<file path="src/rtl/ob_arb_pkg.sv">
// Shared definitions for the output-port arbiter: flit format, type codes and FSM states.
package ob_arb_pkg;

  localparam int NIN   = 4;
  localparam int IDXW  = 2;
  localparam int PKTW  = 8;
  localparam int FLITW = PKTW + 1;

  // The flit type occupies the top two bits of a flit.
  localparam int FT_HI = PKTW;
  localparam int FT_LO = PKTW - 1;

  typedef enum logic [1:0] {
    FT_IDLE = 2'b00,
    FT_HEAD = 2'b01,
    FT_BODY = 2'b10,
    FT_TAIL = 2'b11
  } flit_type_e;

  typedef enum logic {
    OB_IDLE = 1'b0,
    OB_BUSY = 1'b1
  } ob_state_e;

  function automatic flit_type_e flit_type(input logic [FLITW-1:0] flit);
    return flit_type_e'(flit[FT_HI:FT_LO]);
  endfunction

endpackage

</file>
<file path="src/rtl/ob_arb_rrsel.sv">
// Combinational round-robin picker: first requester after ptr, wrapping modulo NIN.
module ob_arb_rrsel #(
  parameter int NIN  = 4,
  parameter int IDXW = 2
) (
  input  logic [NIN-1:0]  req,
  input  logic [IDXW-1:0] ptr,
  output logic [IDXW-1:0] idx,
  output logic            valid
);

  logic [IDXW-1:0] cand;

  always_comb begin
    idx   = '0;
    valid = 1'b0;
    cand  = '0;
    // The last-served index is visited last, giving it the lowest priority.
    for (int k = 1; k <= NIN; k++) begin
      cand = IDXW'((int'(ptr) + k) % NIN);
      if (!valid && req[cand]) begin
        valid = 1'b1;
        idx   = cand;
      end
    end
  end

endmodule

</file>
<file path="src/rtl/ob_arb.sv">
// Output-port arbiter: grants one input buffer per packet round-robin and forwards its
// flits through a registered output stage.
module ob_arb
  import ob_arb_pkg::*;
(
  input  logic             clk,
  input  logic             rst,
  input  logic [NIN-1:0]   req,
  input  logic [FLITW-1:0] pkt0,
  input  logic [FLITW-1:0] pkt1,
  input  logic [FLITW-1:0] pkt2,
  input  logic [FLITW-1:0] pkt3,
  input  logic             full,
  output logic [NIN-1:0]   ack,
  output logic [FLITW-1:0] pkto,
  output logic             busy
);

  ob_state_e        state, next_state;
  logic [IDXW-1:0]  gnt, next_gnt;
  logic [IDXW-1:0]  ptr, next_ptr;
  logic [IDXW-1:0]  pick;
  logic             pick_valid;
  logic [FLITW-1:0] pkt_gnt;
  flit_type_e       ft;

  ob_arb_rrsel #(
    .NIN  (NIN),
    .IDXW (IDXW)
  ) u_rrsel (
    .req   (req),
    .ptr   (ptr),
    .idx   (pick),
    .valid (pick_valid)
  );

  always_comb begin
    case (gnt)
      2'd0:    pkt_gnt = pkt0;
      2'd1:    pkt_gnt = pkt1;
      2'd2:    pkt_gnt = pkt2;
      default: pkt_gnt = pkt3;
    endcase
  end

  assign ft = flit_type(pkt_gnt);

  always_comb begin
    // NOTE: every output of this block gets a default first, so no path can infer a latch.
    next_state = state;
    next_gnt   = gnt;
    next_ptr   = ptr;
    ack        = '0;
    case (state)
      OB_IDLE: begin
        if (pick_valid) begin
          next_gnt   = pick;
          next_state = OB_BUSY;
        end
      end
      OB_BUSY: begin
        // Only the tail closes the packet; a stray head is forwarded like a body.
        if (!full && ft != FT_IDLE) begin
          ack[gnt] = 1'b1;
          if (ft == FT_TAIL) begin
            next_state = OB_IDLE;
            next_ptr   = gnt;
          end
        end
      end
      default: next_state = OB_IDLE;
    endcase
  end

  // NOTE: non-blocking assignments so every register samples the pre-edge values.
  always_ff @(posedge clk or posedge rst) begin
    if (rst) begin
      state <= OB_IDLE;
      gnt   <= '0;
      ptr   <= IDXW'(NIN - 1);
      pkto  <= '0;
    end else begin
      state <= next_state;
      gnt   <= next_gnt;
      ptr   <= next_ptr;
      pkto  <= (|ack) ? pkt_gnt : '0;
    end
  end

  assign busy = (state == OB_BUSY);

endmodule

</file>
<file path="config.mk">
export PLATFORM = sky130hd
export DESIGN_NAME = ob_arb
export DESIGN_NICKNAME = d
export VERILOG_FILES = /design/src/rtl/ob_arb_pkg.sv /design/src/rtl/ob_arb_rrsel.sv /design/src/rtl/ob_arb.sv
export SDC_FILE = /design/constraint.sdc
export NUM_CORES = 1
export LEC_CHECK = 0
export ABC_AREA = 1
export CORE_MARGIN = 1.5
export CORE_UTILIZATION = 32
export CTS_CLUSTER_DIAMETER = 100
export DETAILED_ROUTE_END_ITERATION = 8
export GPL_ROUTABILITY_DRIVEN = 0
export HOLD_SLACK_MARGIN = 0.02
export MAX_ROUTING_LAYER = met4
export PLACE_DENSITY_LB_ADDON = 0.2
export SLEW_MARGIN = 30
export SYNTH_ARGS = -nofsm -noshare
export SYNTH_HDL_FRONTEND = slang
export SYNTH_SLANG_ARGS = --single-unit
</file>
<file path="constraint.sdc">
create_clock -name clk -period 2.2 [get_ports clk]
set_input_delay 0.66 -clock clk [delete_from_list [all_inputs] [get_ports clk]]
set_output_delay 0.66 -clock clk [all_outputs]
set_load 0.01 [all_outputs]
</file>
## After elaboration in Yosys (flattened, before gate mapping)

Cells that the tools add are included.

- Add/sub/neg operators: 4
- Multiply operators: 0
- Divide/modulo/power cells: 0
- Magnitude comparators: 6
- Equal/unequal tests: 3
- Shift-type cells: 0
- Mux-type cells: 26
- Bitwise logic cells: 1
- Reductions and logical operators: 14

Operator list:

| kind | count |
|---|---|
| $pmux 9 s3 | 1 |
| $lt 2x3->1 const B | 5 |
| $mux 1 | 12 |
| $mux 9 | 1 |
| $bmux 1 s2 | 4 |
| $mux 2 | 4 |
| $mux 4 | 2 |
| $logic_and 1x1->1 | 5 |
| $add 2x1->2 const B | 2 |
| $add 2x2->2 const B | 2 |
| $eq 2x2->1 const B | 2 |
| $logic_not 1->1 | 4 |
| $reduce_or 4->1 | 1 |
| $reduce_and 3->1 | 1 |
| $demux 1 s2 | 1 |
| $eq 2x1->1 const B | 1 |
| $ge 2x1->1 const B | 1 |
| $logic_not 2->1 | 1 |
| $pmux 1 s2 | 1 |
| $reduce_and 2->1 | 1 |
| $reduce_bool 2->1 | 1 |
| $not 1->1 | 1 |

- Register bits: 14
- Latch bits: 0
- Memory bits (writable): 0
- Bits in read-only memories: 0
- Input port bits: 43
- Output and inout bits: 14
- Word-level logic and storage cells: 58
- Memories: 0

## Longest topological paths before layout

- Word-level depth: 15
- Mapped depth: 12
- Mapped depth without buffers: 11

## Cells and area by module

Synthesis repeated with hierarchy kept, for this count alone.

- Cell total of the unflattened synthesis: 156
- Area total of the unflattened synthesis: 1,127.3 sq um

By module, submodules not included:

| module | times used | cells an instance | area an instance (sq um) | sequential area each (sq um) |
|---|---|---|---|---|
| ob_arb | 1 | 104 | 855.8 | 352.8 |
| ob_arb_rrsel | 1 | 52 | 271.5 | 0.0 |

## Least setup slack after synthesis

Ideal clock, no wire load.

- Path kind: input -> output
- From: input port full
- To: output port ack[2]
- Arrival: 1,408 ps
- Path slack: 132 ps
- Stages on the path: 4
- Buffers on the path: 1
- Cells stage by stage: nor2_1 nand3_2 clkbuf_8 a21boi_2

- Longest elaborated chain between the ends: 4

Ends and longest elaborated chain:

| item | line | source |
|---|---|---|
| from (decl) | ob_arb.sv:13 | `input logic full,` |
| $logic_not 1->1 | ob_arb.sv:63 | `if (!full && ft != FT_IDLE) begin` |
| $logic_and 1x1->1 | ob_arb.sv:63 |  |
| $mux 4 | ob_arb.sv:63 |  |
| $mux 4 | ob_arb.sv:54 | `case (state)` |
| to (decl) | ob_arb.sv:14 | `output logic [NIN-1:0] ack,` |

No other way between the ends.

## Final worst setup path

- From: input port pkt3[7]
- To: output port ack[1]

- Longest elaborated chain between the ends: 5

Ends and longest elaborated chain:

| item | line | source |
|---|---|---|
| from (decl) | ob_arb.sv:12 | `input logic [FLITW-1:0] pkt3,` |
| $pmux 9 s3 | ob_arb.sv:38 | `case (gnt)` |
| $reduce_bool 2->1 | ob_arb.sv:63 |  |
| $logic_and 1x1->1 | ob_arb.sv:63 |  |
| $mux 4 | ob_arb.sv:63 |  |
| $mux 4 | ob_arb.sv:54 |  |

No other way between the ends.

==> summary.md <==
| Metric | Value |
|---|---|
| Area growth, synth to finish | `65.2%` |
| P per Cell Area | `1160 mW/mm2` |
| Nets | `281` |
| Total CTS buffers | `3` |
| Final period util | `100%` |
| Leak pwr | `0.000895 uW` |
| Antenna diode count | `0` |
| Core footprint | `0.00336 mm2` |
| Std cell rows | `21` |
| Detailed-route via count | `1243` |
| First-pass GRT wire length | `5090 um` |
| Fin worst setup slack | `-0.00212 ns` |
| Longest Clk Path Bufs | `2` |
| DRC viols | `0` |
| Clk_skew | `0.00202 ns` |
| Setup violators final | `2` |
| DRT Wirelength | `2900 um` |
| Relative slew slack | `66.1%` |
| Total global-route track usage | `16.2%` |
| Max rail drop VDD | `0.664 mV` |
| Slew Limit Fails | `0` |
| Final HPWL DP | `2330 um` |
| GRT overflow | `0` |
| Largest net degree at the start of global routing | `15` |
| Initial Utilization | `33.7%` |
| IO Count | `57` |
| Worst Setup End Kind | `primary output` |
| Yosys cell types | `30` |
| Hold Path Class | `reg2reg` |
| Antenna violations before repair | `0` |
| Chip width | `62.6 um` |
| Critical path startpoint category | `primary input` |
| Root Driver | `clkbuf_4` |
| Layout cell share with drive strength beyond 1 | `27.0%` |
| Non-Filler Instances | `283` |
| H-Tree Depth | `1` |
| YS warnings | `0` |
| Register area share after synthesis | `31.1%` |
| Buffers added on ports | `56` |
| Vias in the first global route | `1173` |
| Initial DRC count | `65` |
| Height of the die | `62.6 um` |
| Critical path class | `in2out` |
| Hold Slack | `0.581 ns` |
| Routed wire per std cell | `10.2 um` |
| Post-placement setup slack | `-0.658 ns` |
| Vias/cell | `4.39` |
| Max frequency | `454 MHz` |
| Fillers | `359` |
| CTS Hold Bufs | `0` |
| Die ar. | `0.00391 mm2` |
| Clock Latency Late Sink | `0.27 ns` |
| Avg Inst Size Synth | `6.92 um2` |
| RSZ-0062 raised after global routing | `yes` |
| Slew @ Worst Pin | `0.509 ns` |
| Setup TNS | `-0.00362 ns` |
| WP data required | `1.54 ns` |
| Crit path max fanout | `5` |
| Final min period | `2.20 ns` |
| Outcome | `complete, but fails checks` |
| Post-Syn Nets | `207` |
| Synthesized instance count | `164` |
| Clock Sinks | `14` |
| CP arrival | `1.54 ns` |
| Failing checks | `negative setup slack` |
| Mapped cell area | `0.00113 mm2` |
| Placed insts | `272` |
| Max-cap violation count | `0` |
| Final Hold Fails | `0` |
| DRT antenna net count | `0` |
| Clock transition at path regs | `0.08 ns` |
| Router iterations before antenna repair | `4` |
| FF+latch count, synth | `14` |
| CTS tree | `built` |
==> critical path, cell delays in order <==
cell and delay (ns):
dlygate4sd2_1 0.23, or2_1 0.24, nand2_2 0.08, inv_2 0.04
nand2_4 0.09, a21boi_2 0.06, buf_2 0.14
==> logic make-up (layout without fill, tap and decap cells) <==
group                  after synthesis  after routing  share of synthesized area, %
buffers and inverters               23             96                          11.8
AND/OR/NAND/NOR                     91             91                          36.8
AO/OA/AOI/OAI                       36             36                          20.3
flip-flops                          14             14                          31.1
==> synth_stat cells (all sizes together) <==
cell type	count	area share, %
a22oi	1	0.66
o21ai	22	10
nor2	10	5.1
a21oi	9	6.6
inv	17	6.1
buf	5	4.5
nand3	15	7.1
clkbuf	1	1.2
nand2	62	22
a21boi	4	3.0
dfrtp	12	26
or2	2	1.1
nand4	2	1.1
dfstp	2	4.6
==> placed cells by master, fill, tap and decap left out, types with 3 or more instances in the layout <==
cell type	Yosys	layout
nand2_1	57	57
inv_2	5	6
a21boi_2	1	3
nand3_1	14	13
dfrtp_1	12	10
o21ai_1	2	4
dlygate4sd2_1	0	8
buf_2	1	4
clkbuf_4	0	3
a21oi_2	8	8
nor2_2	2	3
clkdlybuf4s50_1	0	43
o21ai_0	19	17
inv_1	10	9
buf_4	2	17
nor2_1	6	5
nand2_2	3	3
==> worst paths after layout <==
check	start	endpoint	slack (ns)	depth (start not counted)
min reg2reg	ptr[1]	ptr[1]	0.58	2
max	pkt3[7]	ack[1]	-0.002	7
min	ptr[1]	ptr[1]	0.58	2
min in group asynchronous	rst	pkto[0]	0.71	2
max reg2reg	ptr[0]	gnt[0]	0.54	11
max in group asynchronous	rst	gnt[1]	1.13	2
==> metal layers <==
| metal | part of all wire (%) | track usage, % |
|---|---|---|
| met1 | 46 | 20.8 |
| met2 | 49 | 27.2 |
| met3 | 4.8 | 0.721 |
| met4 | 0.73 | 5.83 |
| met5 | 0 | - |
==> flip-flops by register name, summed over array words and instances (netlist names) <==
signal	count
gnt	2
busy	1
ptr	2
pkto	9
==> stage by stage <==
stage               utilization [%]  total power [uW]  cell area (um2)
CTS                            54.4              2120             1830
global placement               52.9              1870             1780
floorplan                         -              1390             1130
finish                         55.7              2170             1870
global route                   55.7              2380             1870
detailed placement             52.9              1870             1780
==> where the power goes <==
part | switching, uW | internal [uW] | total [uW]
clock | 81.9 | 101 | 182
combinational | 776 | 724 | 1500
sequential | 104 | 383 | 488
total | 963 | 1210 | 2170
==> cell type report <==
class                   count  area [um2]  share of cell area (%)
clock buffers               4        36.3                    1.94
inverters                  17        68.8                    3.67
multi-input cells         127         676                    36.0
flip-flops and latches     14         355                    19.0
well taps                  46        57.6                    3.07
repair buffers             75         681                    36.3
==> timing repair <==
item                                    4_1_cts  5_1_grt
endpoints found under the hold margin         0        0
buffers inserted                              4        3
gates resized for setup                      33        7
pin swaps                                    14        9
endpoints found under the setup margin        4        4
(Power assumes the default switching activity.)
